--- config.mk ---
export PLATFORM = sky130hd
export DESIGN_NAME = issue_ctrl
export DESIGN_NICKNAME = d
export VERILOG_FILES = /design/src/rtl/issue_ctrl.sv
export SDC_FILE = /design/constraint.sdc
export NUM_CORES = 1
export LEC_CHECK = 0
export BUFFER_PORTS_ARGS = -buffer_cell sky130_fd_sc_hd__buf_2
export CAP_MARGIN = 20
export CORE_ASPECT_RATIO = 1.5
export CORE_MARGIN = 4
export CORE_UTILIZATION = 35
export DETAILED_ROUTE_END_ITERATION = 16
export GPL_TIMING_DRIVEN = 0
export PLACE_DENSITY = 0.6
export RECOVER_POWER = 100
export SLEW_MARGIN = 20
export SYNTH_ARGS = -nofsm -noshare
export SYNTH_HDL_FRONTEND = slang
export SYNTH_SLANG_ARGS = --single-unit
export TNS_END_PERCENT = 10
--- constraint.sdc ---
create_clock -name clk -period 4.36 [get_ports clk]
set_input_delay 0.218 -clock clk [delete_from_list [all_inputs] [get_ports clk]]
set_output_delay 0.218 -clock clk [all_outputs]
set_load 0.05 [all_outputs]
--- src/rtl/issue_ctrl.sv ---
// Issue controller: scoreboard-based RAW/WAW hazard detection between decode and execute,
// with an in-flight write cap, a registered execute slot and a stall-cycle counter.
module issue_ctrl #(
    parameter int MAX_INFLIGHT = 4
) (
    input  logic        clk,
    input  logic        reset,
    input  logic        flush,
    input  logic        id_valid,
    output logic        id_ready,
    input  logic [4:0]  rs1,
    input  logic [4:0]  rs2,
    input  logic        uses_rs1,
    input  logic        uses_rs2,
    input  logic [4:0]  rd,
    input  logic        rd_write,
    output logic        ex_valid,
    input  logic        ex_ready,
    output logic [4:0]  ex_rd,
    output logic        ex_rd_write,
    input  logic        wb_valid,
    input  logic [4:0]  wb_rd,
    output logic [31:0] busy,
    output logic [31:0] stall_cycles
);

    localparam logic [3:0] MAX_CNT = 4'(MAX_INFLIGHT);

    logic [31:0] busy_q;
    logic [3:0]  inflight_q;
    logic        ex_valid_q;
    logic [4:0]  ex_rd_q;
    logic        ex_rd_write_q;
    logic [31:0] stall_q;

    logic        slot_free;
    logic        rd_tracked;
    logic        hazard;
    logic        full;
    logic        issue;
    logic        set_busy;
    logic        retire;
    logic [31:0] busy_next;
    logic [3:0]  inflight_next;

    // Hazards look only at registered busy bits, so a writeback never bypasses into issue.
    always_comb begin
        slot_free  = !ex_valid_q || ex_ready;
        rd_tracked = rd_write && (rd != 5'd0);
        hazard     = (uses_rs1 && (rs1 != 5'd0) && busy_q[rs1])
                  || (uses_rs2 && (rs2 != 5'd0) && busy_q[rs2])
                  || (rd_tracked && busy_q[rd]);
        full       = rd_tracked && (inflight_q == MAX_CNT);
        issue      = !reset && id_valid && slot_free && !hazard && !full && !flush;
        set_busy   = issue && rd_tracked;
        retire     = wb_valid && (wb_rd != 5'd0) && busy_q[wb_rd];

        busy_next     = busy_q;
        inflight_next = inflight_q;
        if (set_busy) begin
            busy_next = busy_next | (32'd1 << rd);
        end
        if (retire) begin
            busy_next = busy_next & ~(32'd1 << wb_rd);
        end
        case ({set_busy, retire})
            2'b10:   inflight_next = inflight_q + 4'd1;
            2'b01:   inflight_next = inflight_q - 4'd1;
            default: inflight_next = inflight_q;
        endcase
    end

    // Flush discards tracking and the held slot but keeps the stall count.
    always_ff @(posedge clk) begin
        if (reset) begin
            busy_q        <= 32'd0;
            inflight_q    <= 4'd0;
            ex_valid_q    <= 1'b0;
            ex_rd_q       <= 5'd0;
            ex_rd_write_q <= 1'b0;
            stall_q       <= 32'd0;
        end else if (flush) begin
            busy_q     <= 32'd0;
            inflight_q <= 4'd0;
            ex_valid_q <= 1'b0;
        end else begin
            busy_q     <= busy_next;
            inflight_q <= inflight_next;
            if (issue) begin
                ex_valid_q    <= 1'b1;
                ex_rd_q       <= rd;
                ex_rd_write_q <= rd_write;
            end else if (ex_ready) begin
                ex_valid_q <= 1'b0;
            end
            if (id_valid && !issue) begin
                stall_q <= stall_q + 32'd1;
            end
        end
    end

    assign id_ready     = issue;
    assign ex_valid     = ex_valid_q;
    assign ex_rd        = ex_rd_q;
    assign ex_rd_write  = ex_rd_write_q;
    assign busy         = busy_q;
    assign stall_cycles = stall_q;

endmodule

======== Word-level counts from Yosys, hierarchy flattened ========
Index checks and enable logic that the tools add are counted.
word-level totals
  memories ................................ 0
  input port bits ......................... 29
  memory bits (read-only) ................. 0
  bits in registers ....................... 75
  word-level logic and storage cells ...... 69
  latch bits .............................. 0
  RAM bits ................................ 0
  output and inout port bits .............. 72
operators by class
  magnitude comparators ................... 4
  equality and inequality tests ........... 3
  reduce and logical (&&, ||, !) cells .... 34
  mux-type cells .......................... 13
  shift-type cells ........................ 2
  bitwise operators ....................... 4
  multiply operators ...................... 0
  $add $sub $neg .......................... 3
  divide/modulo/power cells ............... 0
operator list
  kind                                                                   number
  32-bit two-way mux                                                     2
  1-bit by 5-bit left shift with 32-bit output, first input constant     2
  32-bit by 1-bit adder with 32-bit output, second input constant        1
  32-bit bitwise AND                                                     1
  32-bit NOT                                                             1
  32-bit bitwise OR                                                      1
  5-bit by 6-bit < comparator with 1-bit output, second input constant   4
  1-bit binary-select mux with 5-bit select                              4
  5-bit nonzero test                                                     4
  1-bit logical AND                                                      16
  4-bit case mux with 2 select lines                                     1
  1-bit logical NOT                                                      6
  1-bit two-way mux                                                      6
  4-bit by 1-bit adder with 4-bit output, second input constant          1
  4-bit by 3-bit equality test with 1-bit output, second input constant  1
  2-bit AND reduction                                                    2
  2-bit nonzero test                                                     2
  4-bit by 1-bit subtractor with 4-bit output, second input constant     1
  1-bit logical OR                                                       3
  2-bit by 1-bit equality test with 1-bit output, second input constant  1
  2-bit equality test, second input constant                             1
  2-bit OR reduction                                                     1
  1-bit NOT                                                              1

======== Longest topological paths before layout ========
  depth in word-level cells ............... 13
  mapped depth ............................ 18
  mapped depth without buffers ............ 14

======== Worst setup path before layout ========
No wires, ideal clock.
  kind .................................... flip-flop to flip-flop
  start ................................... reg busy_q[15], in the netlist busy[15]
  end ..................................... reg inflight_q[2]
  arrival ................................. 3,986 ps
  period minus slack after synthesis ...... 4,056 ps
  data required time ...................... 4,290 ps
  setup slack ............................. 304 ps
  stages on the path, launching flop included .. 17
  cells stage by stage .................... dfxtp_1 -> mux4_2 -> mux2_2 -> nor4b_1 -> or4_1 -> clkbuf_1 -> clkbuf_1 -> nand2_1 -> inv_1 -> nand2_1 -> ha_1 -> xor2_1 -> ha_1 -> a21oi_1 -> xor2_1 -> or3_1 -> a21oi_1
between the ends
  word-level cells in the longest chain between the ends .. 12
RTL lines
  what                                                                                   RTL line  text
  start: declaration                                                                     29        logic [31:0] busy_q;
  start signal: assignment                                                               87        busy_q <= busy_next;
  1-bit binary-select mux with 5-bit select (on tied branches)                           50, 51
  1-bit two-way mux (on tied branches)                                                   50, 51
  1-bit logical AND (on tied branches)                                                   50, 51
  1-bit logical OR                                                                       51        || (uses_rs2 && (rs2 != 5'd0) && busy_q[rs2])
  1-bit logical OR (*)                                                                   52        || (rd_tracked && busy_q[rd]);
  1-bit logical NOT (*)                                                                  54        issue = !reset && id_valid && slot_free && !hazard && !full && !flush;
  1-bit logical AND (*) (3 in a row)                                                     54
  net id_ready                                                                           10        output logic id_ready,
  1-bit logical AND (*)                                                                  55        set_busy = issue && rd_tracked;
  2-bit by 1-bit equality test with 1-bit output or 2-bit equality test (tied branches)  66        case ({set_busy, retire})
  4-bit case mux with 2 select lines or 2-bit nonzero test (tied branches)               n/a
  end signal: assignment                                                                 88        inflight_q <= inflight_next;
  end: declaration                                                                       30        logic [3:0] inflight_q;
The timed path passes the listed nets; every way through them passes the cells marked *. The select of a mux whose other input is x is not followed.
A chain may end at the register's enable or synchronous reset.

======== Final worst setup path ========
  start ................................... reg busy_q[19], in the netlist busy[19]
  end ..................................... reg inflight_q[2]
between the ends
  word-level cells in the longest chain between the ends .. 12
RTL lines
  what                                                                                   RTL line
  1-bit binary-select mux with 5-bit select (on tied branches)                           50, 51
  1-bit two-way mux (on tied branches)                                                   50, 51
  1-bit logical AND (on tied branches)                                                   50, 51
  1-bit logical OR                                                                       51
  1-bit logical OR                                                                       52
  1-bit logical NOT                                                                      54
  1-bit logical AND (3 in a row)                                                         54
  1-bit logical AND                                                                      55
  2-bit by 1-bit equality test with 1-bit output or 2-bit equality test (tied branches)  66
  4-bit case mux with 2 select lines or 2-bit nonzero test (tied branches)               n/a
Several ways; a longest one is shown, not always the timed one. The select of a mux whose other input is x is not followed.

==> summary.txt <==
Clock network
  – Root Buffer Master: clkbuf_16
  – Clock Sinks: 75
  – Largest buffer count on any clock path: 2
  – Worst-path clk slew: 0.07 ns
  – Num CTS Buffers: 9
  – Cts-stage hold buffer count: 0
  – Worst-skew pair later-pin latency: 0.34 ns
  – H-tree Lvls: 3
  – CTS tree: done

Logic synthesis
  – Distinct cells, synth: 50
  – #FFs+latches synth: 75
  – EDFF count, synth: 0
  – Post-Syn Instances: around 550
  – Syn_nets: ~580
  – Post-synth top area share: 0.298
  – Top post-synthesis cells by count: dfxtp_1 (75), nor2_1 (45), nor2b_1 (36), clkbuf_1 (32)
  – Area of the mapped netlist: roughly 0.005 mm²
  – Synth area leader: dfxtp_1
  – Top-count cell post-synth: dfxtp_1
  – Sequential area share after synthesis: 0.298
  – YS warnings: 0
  – Synth async-reset ratio: 0
  – Primary FF master, synth: dfxtp_1
  – Mapped Avg Cell Area: between 9 and 10 µm²
  – Synth top area cells: dfxtp_1 (30%), mux4_2 (13%), mux2_1 (6.3%)

Cells and area
  – Final cell utilization of the core: 0.424
  – Fillers: about 1500
  – Design area: 0.00595 mm²
  – Share of cells above drive strength 1: 0.132
  – N_diodes: 0
  – Area growth syn-to-layout: 18.1%
  – Area of the multi-input gates: 0.00322 mm²
  – Total area of sequential cells: 0.00150 mm²
  – Final net count: approximately 680

Setup path
  – Critical path required time: ~4.6 ns
  – CP max FO: 10
  – Worst r2r src: busy[19]
  – Element type at the critical path start: register
  – Crit path kind: reg2reg
  – Critical Path AT: between 4 and 5 ns
  – CP endpoint kind: register
  – CP startpoint: busy[19]

Drt
  – First-pass DRT Iterations: 5
  – Detailed Route WL: approximately 17000 µm
  – Vias per cell: roughly 6.0
  – Drt first-iter violations: approximately 330
  – # DRC: 0
  – Post-route ant nets: 0
  – Detailed-route via count: 5043
  – WL/cell: ~21 µm

Floorplan
  – Die area: about 0.016 mm²
  – Core area: 0.0141 mm²
  – Die Y-Extent: ~160 µm
  – Number of top-level pins: 101
  – Die Wd: ~110 µm
  – Initial Utilization: 0.359
  – Placement Rows: 53

STA
  – Fin crit share: 0.930
  – Final setup viols: 0
  – Fmax: 0.247 GHz
  – Post-route minimum period: about 4.1 ns
  – RSZ-0062 raised after global routing: no
  – Setup TNS: 0 ns
  – Clk_skew: approximately 0.011 ns
  – Slew margin rel.: 0.0625
  – Max Slew Vio Count: 0
  – Final hold vios: 0
  – Least-Margin Pin Slew: ~1.4 ns

Worst hold path
  – Worst Hold Class: in2reg
  – Worst hold start: rd_write

Placement
  – Placer Congestion: between 0.9 and 1
  – Placed cell area: 0.00574 mm²
  – Number of port buffers: 88
  – HPWL reported at the end of detailed placement: about 13000 µm

Power and ir drop
  – Pleak: around 2.0 nW
  – Worst vdd ir: around 0.00015 V
  – Pwr per Cell Area: ~290 mW/mm²

Global route
  – Initial antenna violation count: 0
  – GRT Total Usage: 0.211
  – Vias in the first global route: between 4000 and 5000
  – Global-route wire length before repair: about 27000 µm
  – Congestion Overflow GR: 0
  – Pin count of the biggest net entering global routing: 13

Run
  – Max-cap violations: 0

Outcome
  – Outcome: finished, final reports clean
[layout by cell type, fill, tap and decap left out, drive strengths merged, types with 4 or more instances in the layout]
cell | synthesis | layout
a41oi | 15 | 15
nor2 | 45 | 45
and3 | 6 | 6
mux2i | 4 | 4
a21oi | 27 | 27
nor4b | 6 | 6
mux2 | 36 | 36
a211oi | 30 | 30
nand2b | 5 | 5
nand4 | 15 | 15
a221oi | 15 | 15
or4 | 5 | 5
inv | 24 | 24
buf | 17 | 28
nor3b | 5 | 5
nor2b | 36 | 36
a22oi | 5 | 5
dfxtp | 75 | 75
and4 | 5 | 5
mux4 | 32 | 32
nand3 | 21 | 21
and2 | 6 | 6
nand2 | 16 | 16
clkbuf | 32 | 120
o21ai | 26 | 26
ha | 4 | 4
nor4 | 5 | 5
[per-stage QoR]
stage | worst slack, ns | hold slack, ns | cells | power [mW]
5_1_grt | 0.126 | 0.233 | 842 | 1.79
3_3_place_gp | -0.253 | 0.466 | 826 | 0.913
6_report | 0.307 | 0.215 | 842 | 1.73
2_1_floorplan | 0.304 | 0.366 | 546 | 0.849
4_1_cts | 0.0872 | 0.220 | 842 | 1.74
3_5_place_dp | -0.256 | 0.466 | 826 | 0.918
[power by group]
part	internal, mW	switching, mW
logic	0.0612	0.146
clock network	0.530	0.299
registers	0.691	0.00470
[area by class of cell]
type	count	share of cell area
multi-input cells	398	0.541
flip-flops and latches	75	0.252
repair buffers	88	0.0588
clock buffers	11	0.0424
well taps	192	0.0403
plain buffers	49	0.0372
inverters	24	0.0151
clock inverters	5	0.0126
[critical path, stage by stage (launching register included)]
cell,delay (ns)
dfxtp_1,0.37
mux4_2,0.49
mux2_2,0.28
nor4b_1,0.40
or4_1,0.18
clkbuf_1,0.24
clkbuf_2,0.34
nand2_1,0.13
inv_1,0.13
nand2_1,0.09
ha_1,0.26
xor2_1,0.16
ha_1,0.18
a21oi_1,0.15
xor2_1,0.10
or3_1,0.31
a21oi_1,0.15
[cell families after synthesis]
family,Yosys count,share of synthesized area
simple gates,188,0.209
compound gates,131,0.182
flops,75,0.298
buf+inv,73,0.0638
mux,72,0.233
fa+ha+maj,4,0.00992
xor+xnor,3,0.00521
[worst paths after layout]
check             endpoint  slack (ns)  cells after the start
min            ex_rd_write        0.22                      3
min reg2reg       ex_rd[4]        0.48                      2
max          inflight_q[2]        0.31                     16
max reg2reg  inflight_q[2]        0.31                     16
[metal layers]
| metal | global-route usage | part of all wire | wire length, µm | vias up |
|---|---|---|---|---|
| met1 | 0.238 | 0.36 | 6350 | 2448 |
| li1 | - | - | - | 2291 |
| met2 | 0.370 | 0.52 | 9010 | 255 |
| met3 | 0.0452 | 0.073 | 1280 | 49 |
| met4 | 0.111 | 0.046 | 803 | 0 |
| met5 | 0 | 0 | 0 | - |
[sequential cells by signal (all words and copies together) (netlist names)]
signal	count
stall_cycles	32
ex_rd_write	1
inflight_q	4
ex_valid	1
busy	32
ex_rd	5
[repair_timing]
item                       in CTS  in global routing
setup buffers                   0                  0
hold endpoints to repair        0                  0
setup endpoints to repair       2                  2
resized for setup               2                  4
No activity file was read; power rests on OpenSTA's default activity.
